--- src/rtl/cu_pkg.sv ---
// Shared definitions for the gen2 control unit: state encoding, opcodes,
// pc_sel encodings, ALU opcodes, status codes and the opcode decoder.
package cu_pkg;

    localparam int unsigned STATE_W = 5;
    localparam int unsigned OP_W    = 7;

    // FSM state encoding
    localparam logic [4:0] S_RESET       = 5'd0;
    localparam logic [4:0] S_FETCH       = 5'd1;
    localparam logic [4:0] S_DECODE      = 5'd2;
    localparam logic [4:0] S_ADD         = 5'd3;
    localparam logic [4:0] S_SUB         = 5'd4;
    localparam logic [4:0] S_CMP         = 5'd5;
    localparam logic [4:0] S_MOV         = 5'd6;
    localparam logic [4:0] S_SHL         = 5'd7;
    localparam logic [4:0] S_SHR         = 5'd8;
    localparam logic [4:0] S_INC         = 5'd9;
    localparam logic [4:0] S_DEC         = 5'd10;
    localparam logic [4:0] S_LD          = 5'd11;
    localparam logic [4:0] S_STO         = 5'd12;
    localparam logic [4:0] S_LDI         = 5'd13;
    localparam logic [4:0] S_HALT        = 5'd14;
    localparam logic [4:0] S_JE          = 5'd15;
    localparam logic [4:0] S_JNE         = 5'd16;
    localparam logic [4:0] S_JC          = 5'd17;
    localparam logic [4:0] S_JMP         = 5'd18;
    localparam logic [4:0] S_CALL        = 5'd19;
    localparam logic [4:0] S_RET         = 5'd20;
    localparam logic [4:0] S_JN          = 5'd21;
    localparam logic [4:0] S_ILLEGAL_OP  = 5'd22;
    localparam logic [4:0] S_STACK_FAULT = 5'd23;

    // Opcodes (IR[15:9])
    localparam logic [6:0] OP_ADD  = 7'h70;
    localparam logic [6:0] OP_SUB  = 7'h71;
    localparam logic [6:0] OP_CMP  = 7'h72;
    localparam logic [6:0] OP_MOV  = 7'h73;
    localparam logic [6:0] OP_SHL  = 7'h74;
    localparam logic [6:0] OP_SHR  = 7'h75;
    localparam logic [6:0] OP_INC  = 7'h76;
    localparam logic [6:0] OP_DEC  = 7'h77;
    localparam logic [6:0] OP_LD   = 7'h78;
    localparam logic [6:0] OP_STO  = 7'h79;
    localparam logic [6:0] OP_LDI  = 7'h7A;
    localparam logic [6:0] OP_HALT = 7'h7B;
    localparam logic [6:0] OP_JE   = 7'h7C;
    localparam logic [6:0] OP_JNE  = 7'h7D;
    localparam logic [6:0] OP_JC   = 7'h7E;
    localparam logic [6:0] OP_JMP  = 7'h7F;
    localparam logic [6:0] OP_CALL = 7'h60;
    localparam logic [6:0] OP_RET  = 7'h61;
    localparam logic [6:0] OP_JN   = 7'h62;

    // PC source select
    localparam logic [1:0] PCSEL_ALU = 2'b00;
    localparam logic [1:0] PCSEL_MEM = 2'b01;
    localparam logic [1:0] PCSEL_RET = 2'b10;

    // ALU opcodes
    localparam logic [3:0] ALU_ADD  = 4'd0;
    localparam logic [3:0] ALU_SUB  = 4'd1;
    localparam logic [3:0] ALU_PASS = 4'd2;
    localparam logic [3:0] ALU_SHL  = 4'd3;
    localparam logic [3:0] ALU_SHR  = 4'd4;
    localparam logic [3:0] ALU_INC  = 4'd5;
    localparam logic [3:0] ALU_DEC  = 4'd6;

    // Fixed status codes; other states report {flags, state}
    localparam logic [7:0] STAT_RESET  = 8'hFF;
    localparam logic [7:0] STAT_FETCH  = 8'h80;
    localparam logic [7:0] STAT_DECODE = 8'hC0;
    localparam logic [7:0] STAT_ILL    = 8'hF0;
    localparam logic [7:0] STAT_SFAULT = 8'hE0;

    // Opcode to execute-state map; unknown opcodes trap
    function automatic logic [4:0] decode_op(input logic [6:0] op);
        logic [4:0] s;
        case (op)
            OP_ADD:  s = S_ADD;
            OP_SUB:  s = S_SUB;
            OP_CMP:  s = S_CMP;
            OP_MOV:  s = S_MOV;
            OP_SHL:  s = S_SHL;
            OP_SHR:  s = S_SHR;
            OP_INC:  s = S_INC;
            OP_DEC:  s = S_DEC;
            OP_LD:   s = S_LD;
            OP_STO:  s = S_STO;
            OP_LDI:  s = S_LDI;
            OP_HALT: s = S_HALT;
            OP_JE:   s = S_JE;
            OP_JNE:  s = S_JNE;
            OP_JC:   s = S_JC;
            OP_JMP:  s = S_JMP;
            OP_CALL: s = S_CALL;
            OP_RET:  s = S_RET;
            OP_JN:   s = S_JN;
            default: s = S_ILLEGAL_OP;
        endcase
        return s;
    endfunction

endpackage

--- src/rtl/cu_ret_stack.sv ---
// Return-address stack for CALL/RET.
// Ports: clk, reset (sync, active-high), push/pop requests, din (address to
// push), top (top entry, 0 when empty), full, empty.
module cu_ret_stack #(
    parameter int unsigned PC_W     = 16,
    parameter int unsigned RS_DEPTH = 4
) (
    input  logic            clk,
    input  logic            reset,
    input  logic            push,
    input  logic            pop,
    input  logic [PC_W-1:0] din,
    output logic [PC_W-1:0] top,
    output logic            full,
    output logic            empty
);

    localparam int unsigned PTR_W = (RS_DEPTH > 1) ? $clog2(RS_DEPTH) : 1;
    localparam int unsigned CNT_W = $clog2(RS_DEPTH + 1);

    logic [PC_W-1:0]  mem [RS_DEPTH];
    logic [PTR_W-1:0] sp;
    logic [CNT_W-1:0] count;
    logic [PTR_W-1:0] top_idx;

    assign full    = (count == CNT_W'(RS_DEPTH));
    assign empty   = (count == '0);
    // sp points at the next free slot; wraps naturally since depth is 2^n
    assign top_idx = sp - PTR_W'(1);
    assign top     = empty ? '0 : mem[top_idx];

    // Pointer and occupancy; count saturates by refusing over/underflow
    always_ff @(posedge clk) begin
        if (reset) begin
            sp    <= '0;
            count <= '0;
        end else if (push && !full) begin
            sp    <= sp + PTR_W'(1);
            count <= count + CNT_W'(1);
        end else if (pop && !empty) begin
            sp    <= sp - PTR_W'(1);
            count <= count - CNT_W'(1);
        end
    end

    // Storage is not reset
    always_ff @(posedge clk) begin
        if (!reset && push && !full) begin
            mem[sp] <= din;
        end
    end

endmodule

--- src/rtl/cu_gen2.sv ---
// Gen2 control unit: fetch/decode/execute FSM with memory wait states,
// flag register, conditional branches and a return stack for CALL/RET.
// Ports: clk, reset (sync, active-high), IR, N/Z/C status, mem_ready, pc_in;
// outputs register-file addresses, control strobes, pc_sel, alu_op, mem_req,
// ret_pc (top of return stack) and status.
module cu_gen2
    import cu_pkg::*;
#(
    parameter int unsigned PC_W        = 16,
    parameter int unsigned RS_DEPTH    = 4,
    parameter bit          MEM_WAIT_EN = 1'b1
) (
    input  logic            clk,
    input  logic            reset,
    input  logic [15:0]     IR,
    input  logic            N,
    input  logic            Z,
    input  logic            C,
    input  logic            mem_ready,
    input  logic [PC_W-1:0] pc_in,
    output logic [2:0]      W_Adr,
    output logic [2:0]      R_Adr,
    output logic [2:0]      S_Adr,
    output logic            adr_sel,
    output logic            s_sel,
    output logic            pc_inc,
    output logic            ir_ld,
    output logic            mw_en,
    output logic            rw_en,
    output logic            pc_ld,
    output logic [1:0]      pc_sel,
    output logic [3:0]      alu_op,
    output logic            mem_req,
    output logic [PC_W-1:0] ret_pc,
    output logic [7:0]      status
);

    logic [4:0] state, next_state;
    logic       ps_n, ps_z, ps_c;
    logic       flag_ld, flag_clr;
    logic       push, pop, rs_full, rs_empty;
    logic       mem_rdy;

    assign mem_rdy = MEM_WAIT_EN ? mem_ready : 1'b1;

    cu_ret_stack #(.PC_W(PC_W), .RS_DEPTH(RS_DEPTH)) u_rs (
        .clk   (clk),
        .reset (reset),
        .push  (push),
        .pop   (pop),
        .din   (pc_in),
        .top   (ret_pc),
        .full  (rs_full),
        .empty (rs_empty)
    );

    // State register
    always_ff @(posedge clk) begin
        if (reset) state <= S_RESET;
        else       state <= next_state;
    end

    // Flag register
    always_ff @(posedge clk) begin
        if (reset || flag_clr) {ps_n, ps_z, ps_c} <= 3'b000;
        else if (flag_ld)      {ps_n, ps_z, ps_c} <= {N, Z, C};
    end

    // Next state and control word
    always_comb begin
        next_state = state;
        W_Adr   = 3'b000;
        R_Adr   = 3'b000;
        S_Adr   = 3'b000;
        adr_sel = 1'b0;
        s_sel   = 1'b0;
        pc_inc  = 1'b0;
        ir_ld   = 1'b0;
        mw_en   = 1'b0;
        rw_en   = 1'b0;
        pc_ld   = 1'b0;
        pc_sel  = PCSEL_ALU;
        alu_op  = ALU_ADD;
        mem_req = 1'b0;
        flag_ld  = 1'b0;
        flag_clr = 1'b0;
        push = 1'b0;
        pop  = 1'b0;
        case (state)
            S_RESET:  next_state = S_FETCH;
            S_FETCH: begin
                mem_req = 1'b1;
                if (mem_rdy) begin
                    ir_ld = 1'b1; pc_inc = 1'b1; next_state = S_DECODE;
                end
            end
            S_DECODE: next_state = decode_op(IR[15:9]);
            S_ADD, S_SUB: begin
                W_Adr = IR[8:6]; R_Adr = IR[5:3]; S_Adr = IR[2:0];
                alu_op = (state == S_ADD) ? ALU_ADD : ALU_SUB;
                rw_en = 1'b1; flag_ld = 1'b1; next_state = S_FETCH;
            end
            S_CMP: begin
                R_Adr = IR[5:3]; S_Adr = IR[2:0];
                alu_op = ALU_SUB; flag_ld = 1'b1; next_state = S_FETCH;
            end
            S_MOV: begin
                W_Adr = IR[8:6]; R_Adr = IR[5:3];
                alu_op = ALU_PASS; rw_en = 1'b1; next_state = S_FETCH;
            end
            S_SHL, S_SHR, S_INC, S_DEC: begin
                W_Adr = IR[8:6]; R_Adr = IR[5:3];
                case (state)
                    S_SHL:   alu_op = ALU_SHL;
                    S_SHR:   alu_op = ALU_SHR;
                    S_INC:   alu_op = ALU_INC;
                    default: alu_op = ALU_DEC;
                endcase
                rw_en = 1'b1; flag_ld = 1'b1; next_state = S_FETCH;
            end
            S_LD: begin
                W_Adr = IR[8:6]; R_Adr = IR[5:3];
                adr_sel = 1'b1; s_sel = 1'b1; mem_req = 1'b1;
                if (mem_rdy) begin
                    rw_en = 1'b1; next_state = S_FETCH;
                end
            end
            S_STO: begin
                R_Adr = IR[5:3]; S_Adr = IR[2:0];
                adr_sel = 1'b1; mem_req = 1'b1;
                if (mem_rdy) begin
                    mw_en = 1'b1; next_state = S_FETCH;
                end
            end
            S_LDI: begin
                W_Adr = IR[8:6]; s_sel = 1'b1; mem_req = 1'b1;
                if (mem_rdy) begin
                    rw_en = 1'b1; pc_inc = 1'b1; flag_ld = 1'b1;
                    next_state = S_FETCH;
                end
            end
            S_JE:  begin pc_ld = ps_z;  next_state = S_FETCH; end
            S_JNE: begin pc_ld = ~ps_z; next_state = S_FETCH; end
            S_JC:  begin pc_ld = ps_c;  next_state = S_FETCH; end
            S_JN:  begin pc_ld = ps_n;  next_state = S_FETCH; end
            S_JMP: begin
                R_Adr = IR[5:3]; alu_op = ALU_PASS;
                pc_ld = 1'b1; flag_ld = 1'b1; next_state = S_FETCH;
            end
            S_CALL: begin
                R_Adr = IR[5:3]; alu_op = ALU_PASS;
                if (rs_full) next_state = S_STACK_FAULT;
                else begin
                    push = 1'b1; pc_ld = 1'b1; next_state = S_FETCH;
                end
            end
            S_RET: begin
                if (rs_empty) next_state = S_STACK_FAULT;
                else begin
                    pop = 1'b1; pc_ld = 1'b1; pc_sel = PCSEL_RET;
                    next_state = S_FETCH;
                end
            end
            S_HALT, S_ILLEGAL_OP, S_STACK_FAULT: flag_clr = 1'b1;
            default: next_state = S_RESET;
        endcase
    end

    // Status: fixed codes for housekeeping/trap states, else {flags, state}
    always_comb begin
        case (state)
            S_RESET:       status = STAT_RESET;
            S_FETCH:       status = STAT_FETCH;
            S_DECODE:      status = STAT_DECODE;
            S_ILLEGAL_OP:  status = STAT_ILL;
            S_STACK_FAULT: status = STAT_SFAULT;
            default:       status = {ps_n, ps_z, ps_c, state};
        endcase
    end

endmodule

--- config.mk ---
export PLATFORM = sky130hd
export DESIGN_NAME = cu_gen2
export DESIGN_NICKNAME = d
export VERILOG_FILES = /design/src/rtl/cu_pkg.sv /design/src/rtl/cu_ret_stack.sv /design/src/rtl/cu_gen2.sv
export SDC_FILE = /design/constraint.sdc
export NUM_CORES = 1
export LEC_CHECK = 0
export BUFFER_PORTS_ARGS = -buffer_cell sky130_fd_sc_hd__buf_2
export CAP_MARGIN = 5
export CORE_MARGIN = 2
export CORE_UTILIZATION = 51
export CTS_BUF_LIST = sky130_fd_sc_hd__clkbuf_2 sky130_fd_sc_hd__clkbuf_4 sky130_fd_sc_hd__clkbuf_8
export DETAILED_ROUTE_END_ITERATION = 8
export GPL_TIMING_DRIVEN = 0
export PLACE_DENSITY = 0.78
export SETUP_SLACK_MARGIN = 0.1
export SYNTH_ARGS = -nofsm -noshare
export SYNTH_HDL_FRONTEND = slang
export SYNTH_SLANG_ARGS = --single-unit
--- constraint.sdc ---
create_clock -name clk -period 2.84 [get_ports clk]
set_clock_uncertainty 0.05 [all_clocks]
set_input_delay 0.568 -clock clk [delete_from_list [all_inputs] [get_ports clk]]
set_output_delay 0.568 -clock clk [all_outputs]
set_load 0.01 [all_outputs]
; Yosys cells after proc, flatten, opt, wreduce, memory -nomap -nowiden
; Memories as Yosys holds them, arrays and structs flattened.
; Index checks and enable logic that the tools add are counted.
[totals]
ff_bits = 13
ramBits = 64
in_bits = 38
wordCells = 122
n_memories = 1
[mem_list]
columns = name, words, width, read_ports, rd_ports_with_merged_regs, wr, line
row1 = u_rs.mem, 4, 16, 1, 0, 1, cu_ret_stack.sv:21  ; logic [PC_W-1:0] mem [RS_DEPTH];
[classes]
n_addsub = 4
n_eq_ne = 45
n_mux = 37
bitwise = 2
n_reduce_logical = 27
[ops]
columns = cell, count
row1 = "7-bit == test, second input constant", 19
row2 = 5-bit one-hot mux with 19 select lines, 1
row3 = "5-bit by 4-bit == test with 1-bit output, second input constant", 8
row4 = "5-bit == test, second input constant", 8
row5 = 8-bit one-hot mux with 5 select lines, 1
row6 = 5-bit one-hot mux with 7 select lines, 1
row7 = "5-bit by 3-bit == test with 1-bit output, second input constant", 4
row8 = 5-bit 2-to-1 mux, 4
row9 = 16-bit 2-to-1 mux, 1
row10 = 1-bit 2-to-1 mux, 15
row11 = 3-bit 2-to-1 mux, 5
row12 = 14-bit OR reduction, 1
row13 = 3-bit one-hot mux with 4 select lines, 1
row14 = 12-bit OR reduction, 1
row15 = 4-bit OR reduction, 3
row16 = "5-bit by 2-bit == test with 1-bit output, second input constant", 2
row17 = 3-bit one-hot mux with 3 select lines, 1
row18 = 3-bit OR reduction, 3
row19 = 9-bit OR reduction, 1
row20 = 2-bit 2-to-1 mux, 4
row21 = 2-bit OR reduction, 4
row22 = 8-bit OR reduction, 1
row23 = 1-bit one-hot mux with 7 select lines, 1
row24 = 7-bit OR reduction, 1
row25 = other kinds (17), 24

; Depth between registers and ports, before layout
; Gate-level depths: netlist (run 1).
[depth]
ltp_word = 7
ltp_mapped = 8

; By module
; From an unflattened synthesis (run 1), not the netlist that was laid out.
[hier_totals]
cells_unflattened = 345
hier_area_um2 = 4182.8
[modules_own_cells]
columns = module, instances, cells_per_inst, area_per_inst_um2, seq_area_each_um2
row1 = cu_ret_stack, 1, 157, 2959.1, 2021.9
row2 = cu_gen2, 1, 188, 1223.7, 160.2

; Worst setup path after synthesis (run 1)
; OpenSTA, ideal clock, no wires.
[synth_path]
kind = reg2out
startpoint = reg u_rs.sp[0]
endpoint = out ret_pc[11]
arrival_time_ps = 2447
required_time_ps = 2222
setup_slack_ps = -225
stages_incl_launch_ff = 9
path_cell_list = dfxtp_1 buf_2 buf_2 inv_1 ha_1 clkbuf_1 clkbuf_1 mux4_2 nor2b_1
[synth_via]
elab_chain_len = 3
[synth_lines]
columns = item, line
row1 = "start, declared", cu_ret_stack.sv:22  ; logic [PTR_W-1:0] sp;
row2 = "start signal, assigned", cu_ret_stack.sv:38  ; sp <= sp + PTR_W'(1);
row3 = "start signal, assigned", cu_ret_stack.sv:41  ; sp <= sp - PTR_W'(1);
row4 = 2-bit by 1-bit subtractor with 2-bit output, cu_ret_stack.sv:29  ; assign top_idx = sp - PTR_W'(1);
row5 = memory 4 x 16 bit, -
row6 = 16-bit 2-to-1 mux, cu_ret_stack.sv:30  ; assign top = empty ? '0 : mem[top_idx];
row7 = "end, declared", cu_gen2.sv:34  ; output logic [PC_W-1:0] ret_pc,
; Every way passes these cells.

; Final worst setup path (run 1)
[layout_path]
startpoint = reg state[2]
endpoint = out pc_inc
[layout_via]
elab_chain_len = 3
word_cells_on_any_way = 4
classes_between = eq/ne: 2 / mux: 1 / reduce/logical: 1
[layout_lines]
columns = item, line
row1 = "start, declared", cu_gen2.sv:38  ; logic [4:0] state, next_state;
row2 = "start signal, assigned", cu_gen2.sv:60  ; else state <= next_state;
row3 = 5-bit by 1-bit == test with 1-bit output or 5-bit by 4-bit == test with 1-bit output (tied branches), cu_gen2.sv:89  ; case (state)
row4 = 2-bit OR reduction (no source line) *, -
row5 = 1-bit 2-to-1 mux *, -
row6 = "end, declared", cu_gen2.sv:26  ; output logic pc_inc,
; Every way passes the cells marked *; elsewhere a longest branch is shown, timed or not.

==> results of run 1 <==
synth_stat cells (5+ instances only):
cell      number
edfxtp_1      64
nor2b_1       22
o21ai_0       18
nand2_1       17
a21oi_1       16
mux4_2        16
nor2_1        16
dfxtp_1       13
and2_1        12
nand3_1       12
clkbuf_1      10
buf_2          9
and3_1         6
inv_1          6
mux2i_1        6
nand2b_1       6
nor3_1         5
o22ai_1        5
layer usage:
layer	track usage, %	share of wire, %
met4	6.22	0.95
met5	0	0
met2	38.4	52
met1	28.6	40
met3	5.86	7.9
flip-flops by register name (all words and copies together), names as in the netlist:
signal,cells
ps_z,1
u_rs.count,3
ps_c,1
u_rs.sp,2
u_rs.mem,64
state,5
ps_n,1
worst max path at each step:
stage,from,slack [ns],cells past startpoint,endpoint
3_3_place_gp,u_rs.sp[0]$_SDFFE_PP0P_,-0.39,9,ret_pc[12]
5_1_grt,state[2]$_SDFFE_PP0P_,0.08,7,pc_ld
4_1_cts,u_rs.sp[0]$_SDFFE_PP0P_,0.11,9,ret_pc[12]
2_1_floorplan,u_rs.sp[0]$_SDFFE_PP0P_,0.14,8,ret_pc[11]
3_5_place_dp,u_rs.sp[0]$_SDFFE_PP0P_,-0.46,9,ret_pc[12]
6_report,state[2]$_SDFFE_PP0P_,0.19,6,pc_inc
cells by family (layout without fill, tap and decap cells):
| group | after synthesis | in the layout |
|---|---|---|
| multiplexers | 23 | 23 |
| other | 1 | 2 |
| buffers and inverters | 32 | 139 |
| flip-flops | 77 | 77 |
| AO/OA/AOI/OAI | 72 | 72 |
| AND/OR/NAND/NOR | 117 | 117 |
| XOR/XNOR | 3 | 3 |
| adder cells (fa/ha/maj) | 5 | 5 |
stage by stage:
step | util, % | cells
global placement | 59.3 | 514
CTS | 63.7 | 535
detailed placement | 59.3 | 514
finish | 64.9 | 540
floorplan | - | 331
global route | 64.9 | 540
cell type report:
type	instances	share of cell area, %
Buffer	24	3.33
Clock buffer	9	2.50
Clock inverter	6	1.44
Inverter	7	0.580
Multi-Input combinational cell	222	35.0
Sequential cell	77	44.0
Tap cell	102	2.57
Timing Repair Buffer	93	10.6
power by group through the flow:
| stage | clock, mW | sequential [mW] | combinational [mW] |
|---|---|---|---|
| after detailed placement | 0 | 1.32 | 1.13 |
| after floorplan | 0 | 1.31 | 0.766 |
| after global placement | 0 | 1.32 | 1.12 |
| after CTS | 0.832 | 1.29 | 1.15 |
| final | 0.822 | 1.30 | 1.19 |
| after global routing | 0.882 | 1.30 | 1.29 |
repair_timing:
action | 4_1_cts | 5_1_grt
pin swaps | 0 | 1
gates resized for setup | 17 | 23
cloned | 0 | 1
setup endpoints to repair | 20 | 32
hold buffers | 0 | 0
buffers inserted | 6 | 5
==> run_results.csv, run 1 <==
group,metric,value,unit
layout,area_growth,24.2,%
layout,final_area,0.00496,mm^2
setup_path,worstRegToRegCells,7,
setup_path,critPathTopFamily,"buffers and inverters",
floorplanning,fp-row-count,32,
setup_path,crit_chain,"buf_2 > clkbuf_4 > buf_2 > o21ai_0 > nor4b_1 > buf_2",
min_path,worstHoldEndpoint,"u_rs.mem[0][14]$_DFFE_PP_",
setup_path,critPathMaxFanout,10,
clock_tree,clock_latency,0.35,ns
run,drv_cap,0,
synth,synthCells,330,
grt,grt_pass1_vias,2976,
synth,synthSimpleGateAreaFrac,16.8,%
min_path,worstHoldPathType,"in2reg",
power,net-switching-power,1.15,mW
synth,synth_xor_area_share,0.657,%
floorplanning,die_h,92.5,um
power,peakVddDrop,0.544,mV
timing,hold_slack,0.375,ns
min_path,min_from,"pc_in[14]",
placement,globalplace.congestion,0.889,
synth,syn_area,0.00400,mm^2
power,pwr_density_cell,666,mW/mm^2
layout,finalNetCount,477,
timing,worst_pin_slew,0.886,ns
placement,dp_hpwl,6220,um
layout,drive_gt1_share,37.2,%
synth,post-synth-top-area-fraction,48.1,%
timing,period_share,93.4,%
floorplanning,start_util,52.3,%
clock_tree,cts_htree_levels,3,
clock_tree,clock_path_buffers,2,
grt,track_usage,22.5,%
clock_tree,cts_tree,"yes",
synth,synthArstFlopShare,0,%
placement,portBuffers,81,
power,total_power,3.30,mW
setup_path,worstPathRequired,2.22,ns
synth,synth.distinct_cells,58,
route,wl_per_cell,17.6,um
setup_path,path_class,"reg2out",
floorplanning,core,0.00765,mm^2
setup_path,cp.arrival,2.04,ns
clock_tree,cts.sinks,77,
setup_path,slowest_delay,0.39,ns
clock_tree,root_buffer,"clkbuf_8",
setup_path,end_kind,"output port",
synth,yosysTopAreaCell,"edfxtp_1",
floorplanning,io_pins,85,
layout,fillers,602,
layout,final_common_cell,"buf_2",
timing,rsz0062_at_grt,"true",
route,drtIter0Drc,196,
grt,grt_antenna_before_repair,0,
setup_path,reg2reg_slack,0.30,ns
route,drc,0,
synth,ys_top_cells_by_area,"edfxtp_1, mux4_2, dfxtp_1",
min_path,hold_path_depth,1,
layout,ff_latch_area,0.00219,mm^2
timing,fmax,377,MHz
synth,synth_edf_count,64,
timing,fin_tns_setup,0,ns
clock_tree,numCtsBuffers,9,
synth,synthMuxAreaShare,10.8,%
timing,slew_headroom,40.9,%
timing,final_max_slew_viol_count,0,
power,internal_power,2.15,mW
timing,period_minus_slack,2.65,ns
setup_path,r2r-end,"u_rs.count[2]$_SDFFE_PP0P_",
synth,yosysSeqAreaShare,54.6,%
route,first_pass_iters,5,
grt,grt_max_degree,17,
power,power.share.switching,34.8,%
grt,grt-ovfl-total,0,
power,leakagePower,1.89,nW
layout,layout_common_cells,"buf_2, edfxtp_1, nor2b_1, o21ai_0, nand2_1",
setup_path,cpMostUsedCell,"buf_2",
power,p_comb_share,35.9,%
timing,setup_viol,0,
route,ant_nets,0,
timing,setup_slack,0.187,ns
setup_path,r2r_start,"state[3]$_SDFFE_PP0P_",
floorplanning,dieWidth,92.5,um
setup_path,critPathSlowestCell,"dfxtp_2",
route,wirelength,9520,um
setup_path,cp-start-kind,"register",
synth,synth_top_family_by_area,"simple AND/OR/NAND/NOR gates",
clock_tree,clkSlewWorstSetupHoldPaths,0.08,ns
floorplanning,die_area,0.00856,mm^2
placement,post_dp_cell_area,0.00454,mm^2
power,power_frac_seq,39.2,%
grt,grt_pass1_wl,14800,um
route,viasPerCell,5.86,
timing,finalHoldViolCount,0,
synth,synth-adder-area-share,1.75,%
placement,preCtsSetupSlack,-0.457,ns
synth,synth_compound_area_share,11.7,%
power,clockPowerShare,24.9,%
synth,synth-main-ff-cell,"edfxtp_1",
layout,multi_input_area,0.00174,mm^2
setup_path,worst-path-buf-inv,4,
synth,synth.ff_latch_count,77,
route,num_vias,3167,
outcome,status,"completed",
synth,syn_area_per_cell,12.1,um^2
synth,ys_warn_count,0,
layout,diodes,0,
No activity file was read; power rests on OpenSTA's default activity.
==> run 2: changes to the inputs <==
CORE_UTILIZATION = 52   (was 51)
PLACE_DENSITY = 0.79   (was 0.78)
SYNTH_HIERARCHICAL = 1   (was default)
==> run 2 against run 1 <==
  * Critical path depth grew 2
  * Total power shrank 21%
  * Clock power grew 7.7%
==> run_results.csv, run 2 <==
group,metric,value,unit
clock_tree,cts_htree_levels,3,
timing,fmax,377,MHz
route,viasPerCell,5.77,
synth,synth-main-ff-cell,"edfxtp_1",
placement,dp.cells,530,
timing,finalHoldViolCount,0,
clock_tree,clkSlewWorstSetupHoldPaths,0.07,ns
grt,grt_max_degree,20,
setup_path,worstPathRequired,2.22,ns
timing,setup_viol,0,
synth,yosysSeqAreaShare,52.2,%
layout,drive_gt1_share,35.9,%
layout,layout_common_cells,"buf_2, edfxtp_1, a21oi_1, nor2_1, nand2_1",
clock_tree,numCtsBuffers,9,
grt,grt-ovfl-total,0,
layout,final_common_cell,"buf_2",
floorplanning,die_area,0.00878,mm^2
floorplanning,io_pins,85,
synth,yosysTopAreaCell,"edfxtp_1",
setup_path,cp.arrival,2.03,ns
synth,synth.ff_latch_count,77,
clock_tree,clock_path_buffers,2,
run,drv_cap,0,
placement,portBuffers,82,
route,wirelength,9660,um
layout,instances_no_fill,553,
synth,synthTopCellsByCount,"edfxtp_1, a21oi_1, nor2_1",
clock_tree,cts.sinks,77,
grt,grt_pass1_wl,15300,um
placement,post_dp_cell_area,0.00472,mm^2
layout,reg.largest.list,"u_rs/mem x64, state x5, u_rs/count x3",
route,drc,0,
setup_path,cp-start-kind,"register",
layout,postLayoutCoreUtil,65.5,%
route,num_vias,3191,
layout,finalNetCount,489,
layout,final_area,0.00509,mm^2
floorplanning,fp-row-count,32,
timing,hold_slack,0.393,ns
synth,ys_top_cells_by_area,"edfxtp_1, dfxtp_1, mux4_1",
setup_path,critPathMaxFanout,10,
layout,multi_input_area,0.00184,mm^2
floorplanning,core,0.00777,mm^2
synth,post-synth-top-area-fraction,45.9,%
layout,diodes,0,
setup_path,cpMostUsedCell,"buf_6",
grt,track_usage,22.6,%
clock_tree,root_buffer,"clkbuf_8",
timing,period_share,93.3,%
layout,fillers,592,
setup_path,worst-path-buf-inv,5,
route,first_pass_iters,4,
timing,rsz0062_at_grt,"true",
synth,synth_edf_count,64,
setup_path,path_class,"reg2out",
clock_tree,cts_tree,"yes",
route,wl_per_cell,17.5,um
synth,synthCells,345,
min_path,worstHoldPathType,"in2reg",
timing,slew_headroom,64.4,%
synth,syn_area,0.00418,mm^2
outcome,status,"completed",
grt,grt_pass1_vias,3064,
floorplanning,start_util,53.8,%
synth,syn_area_per_cell,12.1,um^2
setup_path,critPathSlowestCell,"dfxtp_4",
timing,worst_pin_slew,0.526,ns
synth,synthArstFlopShare,0,%
layout,ff_latch_area,0.00219,mm^2
floorplanning,die_h,93.7,um
floorplanning,dieWidth,93.7,um
placement,globalplace.congestion,0.934,
setup_path,slowest_delay,0.37,ns
setup_path,critPathTopFamily,"buffers and inverters",
clock_tree,clock_latency,0.34,ns
grt,grt_antenna_before_repair,0,
layout,largest_reg_flops,64,
layout,top_register,"u_rs/mem",
route,ant_nets,0,
route,drtIter0Drc,143,
timing,period_minus_slack,2.65,ns
clock_tree,holdBufCountCts,0,
timing,final_max_slew_viol_count,0,
synth,ys_warn_count,6,
synth,yosysMostFrequentCell,"edfxtp_1",
power,peakVddDrop,0.450,mV
setup_path,crit_chain,"buf_6 > buf_12 > inv_2 > ha_4 > buf_6 > mux4_2 > nor2b_4 > buf_2",
placement,dp_hpwl,6670,um
timing,setup_slack,0.189,ns
layout,area_growth,21.7,%
power,leakagePower,1.96,nW
synth,synth.distinct_cells,63,
power,pwr_density_cell,515,mW/mm^2
placement,preCtsSetupSlack,-0.140,ns
setup_path,end_kind,"output port",
==> run 2: cell types whose count changed in the layout (fill, tap and decap cells not counted), moves of 6 or more <==
cell / previous run / this run
a21oi_1: 16 / 26
inv_1: 5 / 11
mux4_1: 0 / 8
mux4_2: 16 / 8
nand3_1: 12 / 4
nor2_1: 15 / 25
==> run 2: cells by family (layout without fill, tap and decap cells) <==
kind of cell	after synthesis	after routing	synth area share, %
multiplexers	21	21	10.6
flip-flops	77	77	52.2
AND/OR/NAND/NOR	113	113	16.4
other	1	2	0.0897
AO/OA/AOI/OAI	85	85	13.3
adder cells (fa/ha/maj)	5	5	1.50
buffers and inverters	38	143	5.00
XOR/XNOR	5	5	1.05
==> run 2: power by group <==
part / internal [mW] / leakage, nW / switching (mW) / total [mW]
Clock: 0.517 / 0.111 / 0.367 / 0.885
Sequential: 1.23 / 0.681 / 0.00851 / 1.24
Combinational: 0.205 / 1.16 / 0.290 / 0.495
Total: 1.96 / 1.96 / 0.666 / 2.62
==> run 2: path summary, 6_finish.rpt <==
| path | startpoint | to | slack (ns) | depth (start not counted) |
|---|---|---|---|---|
| hold / removal | pc_in[7] | u_rs/mem[3][7]$_DFFE_PP_ | 0.39 | 1 |
| setup reg to reg | state[1]$_SDFFE_PP0P_ | u_rs/count[2]$_SDFFE_PP0P_ | 0.21 | 11 |
| setup / recovery | u_rs/sp[0]$_SDFFE_PP0P_ | ret_pc[14] | 0.19 | 8 |
| hold reg to reg | ps_z$_SDFFE_PP0P_ | ps_z$_SDFFE_PP0P_ | 0.47 | 2 |
==> run 2: cell type report <==
class	count	share of cell area (%)
timing repair buffer	90	9.24
buffer	25	3.93
tap	102	2.51
inverter	12	0.885
clock buffer	11	2.73
clock inverter	5	1.67
sequential	77	42.9
multi-input combinational	231	36.1
==> run 2: timing repair <==
item / CTS / global route
buffers inserted: 2 / 6
setup endpoints to repair: 98 / 95
pin swaps: 0 / 2
resized for setup: 18 / 15
==> run 2: per-stage QoR <==
stage / power [mW] / setup TNS (ns)
2_1_floorplan: 1.57 / 0
3_3_place_gp: 1.74 / -3.01
3_5_place_dp: 1.74 / -7.33
4_1_cts: 2.63 / 0
5_1_grt: 2.74 / 0
6_report: 2.62 / 0
==> run 2: layer usage <==
| layer | GRT usage, % | vias to the layer above | wire length [um] | share of wire (%) |
|---|---|---|---|---|
| met5 | 0 | - | 0 | 0 |
| met4 | 6.40 | 0 | 134 | 1.4 |
| met3 | 3.13 | 15 | 608 | 6.3 |
| met2 | 39.7 | 143 | 4960 | 51 |
| met1 | 29.3 | 1526 | 3960 | 41 |
| li1 | - | 1507 | - | - |
==> run 3: changes to the inputs <==
CELL_PAD_IN_SITES_DETAIL_PLACEMENT = 1   (was default)
CELL_PAD_IN_SITES_GLOBAL_PLACEMENT = 1   (was default)
CORE_UTILIZATION = 41   (was 52)
PLACE_DENSITY = default   (was 0.79)
PLACE_DENSITY_LB_ADDON = 0.1   (was default)
==> run 3 against run 2 <==
  * Worst setup slack gained 0.020 ns
  * Highest routed layer unchanged
  * Clock power is 0.9% lower
  * Routed wire length up 18%
  * Utilization shrank 13 points
==> run_results.csv, run 3 (same netlist as run 2, synthesis figures left out) <==
group,metric,value,unit
setup_path,slowest_delay,0.38,ns
grt,track_usage,20.7,%
grt,grt_pass1_vias,3352,
power,peakVddDrop,0.382,mV
timing,fmax,380,MHz
layout,largest_reg_flops,64,
layout,fillers,1095,
layout,top_register,"u_rs/mem",
layout,layout_common_cells,"buf_2, edfxtp_1, a21oi_1, nor2_1, buf_4",
floorplanning,dieWidth,105,um
setup_path,r2r-end,"u_rs/count[2]$_SDFFE_PP0P_",
clock_tree,cts.sinks,77,
setup_path,crit_chain,"buf_8 > buf_12 > inv_2 > ha_4 > clkbuf_8 > mux4_2 > nor2b_1 > buf_2",
placement,portBuffers,82,
clock_tree,clkSlewWorstSetupHoldPaths,0.09,ns
floorplanning,die_area,0.0110,mm^2
clock_tree,cts_htree_levels,3,
setup_path,reg2reg_slack,0.29,ns
setup_path,path_class,"reg2out",
floorplanning,core,0.00982,mm^2
route,met3_length,449,um
setup_path,critPathSlowestCell,"dfxtp_4",
layout,finalNetCount,492,
outcome,status,"completed",
setup_path,cp.arrival,2.01,ns
setup_path,worstPathRequired,2.22,ns
floorplanning,io_pins,85,
layout,reg.largest.list,"u_rs/mem x64, state x5, u_rs/count x3",
floorplanning,fp-row-count,36,
route,wl_per_cell,19.4,um
route,drtIter0Drc,121,
setup_path,end_kind,"output port",
clock_tree,clock_latency,0.35,ns
setup_path,critPathMaxFanout,5,
clock_tree,numCtsBuffers,9,
grt,grt-ovfl-total,0,
route,num_vias,3237,
power,leakagePower,1.96,nW
power,power_frac_seq,47.3,%
route,wirelength,11400,um
layout,area_growth,22.9,%
timing,period_share,92.6,%
floorplanning,die_h,105,um
min_path,min_from,"pc_in[12]",
timing,period_minus_slack,2.63,ns
clock_tree,cts_tree,"yes",
timing,finalHoldViolCount,0,
route,ant_nets,0,
route,highest_layer,"met4",
layout,final_area,0.00514,mm^2
route,wl_met1,4700,um
grt,grt_pass1_wl,17700,um
timing,hold_slack,0.379,ns
clock_tree,root_buffer,"clkbuf_8",
power,power.share.switching,29.0,%
layout,diodes,0,
grt,grt_max_degree,20,
min_path,worstHoldPathType,"in2reg",
layout,instances_no_fill,587,
power,clockPowerShare,33.4,%
placement,post_dp_cell_area,0.00476,mm^2
clock_tree,clock_path_buffers,2,
layout,drive_gt1_share,37.4,%
route,viasPerCell,5.51,
route,first_pass_iters,5,
power,net-switching-power,0.761,mW
run,drv_cap,0,
timing,final_max_slew_viol_count,0,
layout,ff_latch_area,0.00219,mm^2
power,pwr_density_cell,511,mW/mm^2
min_path,worstHoldEndpoint,"u_rs/mem[3][12]$_DFFE_PP_",
route,wl_met2,6140,um
route,drc,0,
power,p_comb_share,19.3,%
layout,multi_input_area,0.00183,mm^2
placement,globalplace.congestion,0.857,
setup_path,r2r_start,"u_rs/count[0]$_SDFFE_PP0P_",
setup_path,cp-start-kind,"register",
power,internal_power,1.86,mW
placement,dp_hpwl,7730,um
min_path,hold_path_depth,1,
layout,final_common_cell,"buf_2",
timing,setup_viol,0,
placement,dp.cells,561,
floorplanning,start_util,42.6,%
grt,grt_antenna_before_repair,0,
setup_path,worstRegToRegCells,11,
timing,rsz0062_at_grt,"false",
[run 3: routing by layer]
layer | vias up | global-route usage (%)
met5 | - | 0
met4 | 0 | 4.57
met3 | 10 | 4.30
met2 | 88 | 38.6
met1 | 1632 | 24.4
li1 | 1507 | -
[run 3: stage by stage]
| stage | total power, mW | setup TNS, ns | utilization [%] | setup WS (ns) |
|---|---|---|---|---|
| after floorplan | 1.57 | 0 | - | 0.360 |
| after global placement | 1.75 | -5.31 | 48.5 | -0.0906 |
| after detailed placement | 1.76 | -11.05 | 48.5 | -0.183 |
| after CTS | 2.64 | 0 | 51.6 | 0.113 |
| after global routing | 2.74 | 0 | 52.3 | 0.102 |
| final | 2.63 | 0 | 52.3 | 0.209 |
[run 3: area by class of cell]
type | count | area share, %
Clock inverter | 6 | 1.39
Multi-Input combinational cell | 231 | 35.7
Sequential cell | 77 | 42.6
Tap cell | 133 | 3.24
Buffer | 24 | 3.97
Timing Repair Buffer | 94 | 9.74
Inverter | 12 | 0.876
Clock buffer | 10 | 2.56
[run 3: what timing repair did]
action | in CTS | in global routing
gates resized for setup | 23 | 16
endpoints found under the setup margin | 102 | 41
pin swaps | 2 | 1
cloned | 1 | 0
hold buffers | 0 | 0
buffers inserted | 4 | 7
[run 3: power groups by stage]
stage               logic (mW)  clock network [mW]  registers (mW)
floorplan                0.307                   0            1.26
global placement         0.482                   0            1.27
detailed placement       0.490                   0            1.27
CTS                      0.499               0.896            1.24
global route             0.559               0.938            1.24
finish                   0.508               0.877            1.24
[run 3: worst max-delay path by stage]
stage / to / start / cells after the start / slack, ns
after floorplan: u_rs/count[2]$_SDFFE_PP0P_ / state[2]$_SDFFE_PP0P_ / 11 / 0.36
after global placement: u_rs/mem[2][12]$_DFFE_PP_ / state[0]$_SDFFE_PP0P_ / 8 / -0.09
after detailed placement: u_rs/mem[3][11]$_DFFE_PP_ / state[0]$_SDFFE_PP0P_ / 8 / -0.18
after CTS: ret_pc[3] / u_rs/sp[0]$_SDFFE_PP0P_ / 8 / 0.11
after global routing: u_rs/count[2]$_SDFFE_PP0P_ / u_rs/count[0]$_SDFFE_PP0P_ / 11 / 0.10
final: ret_pc[9] / u_rs/sp[0]$_SDFFE_PP0P_ / 8 / 0.21
[run 3: critical path: cells and delay by family (launching register included)]
family | cells | cell delay (ns)
AND/OR/NAND/NOR | 1 | 0.14
multiplexers | 1 | 0.31
adder cells (fa/ha/maj) | 1 | 0.29
flip-flops | 1 | 0.38
buffers and inverters | 5 | 0.53
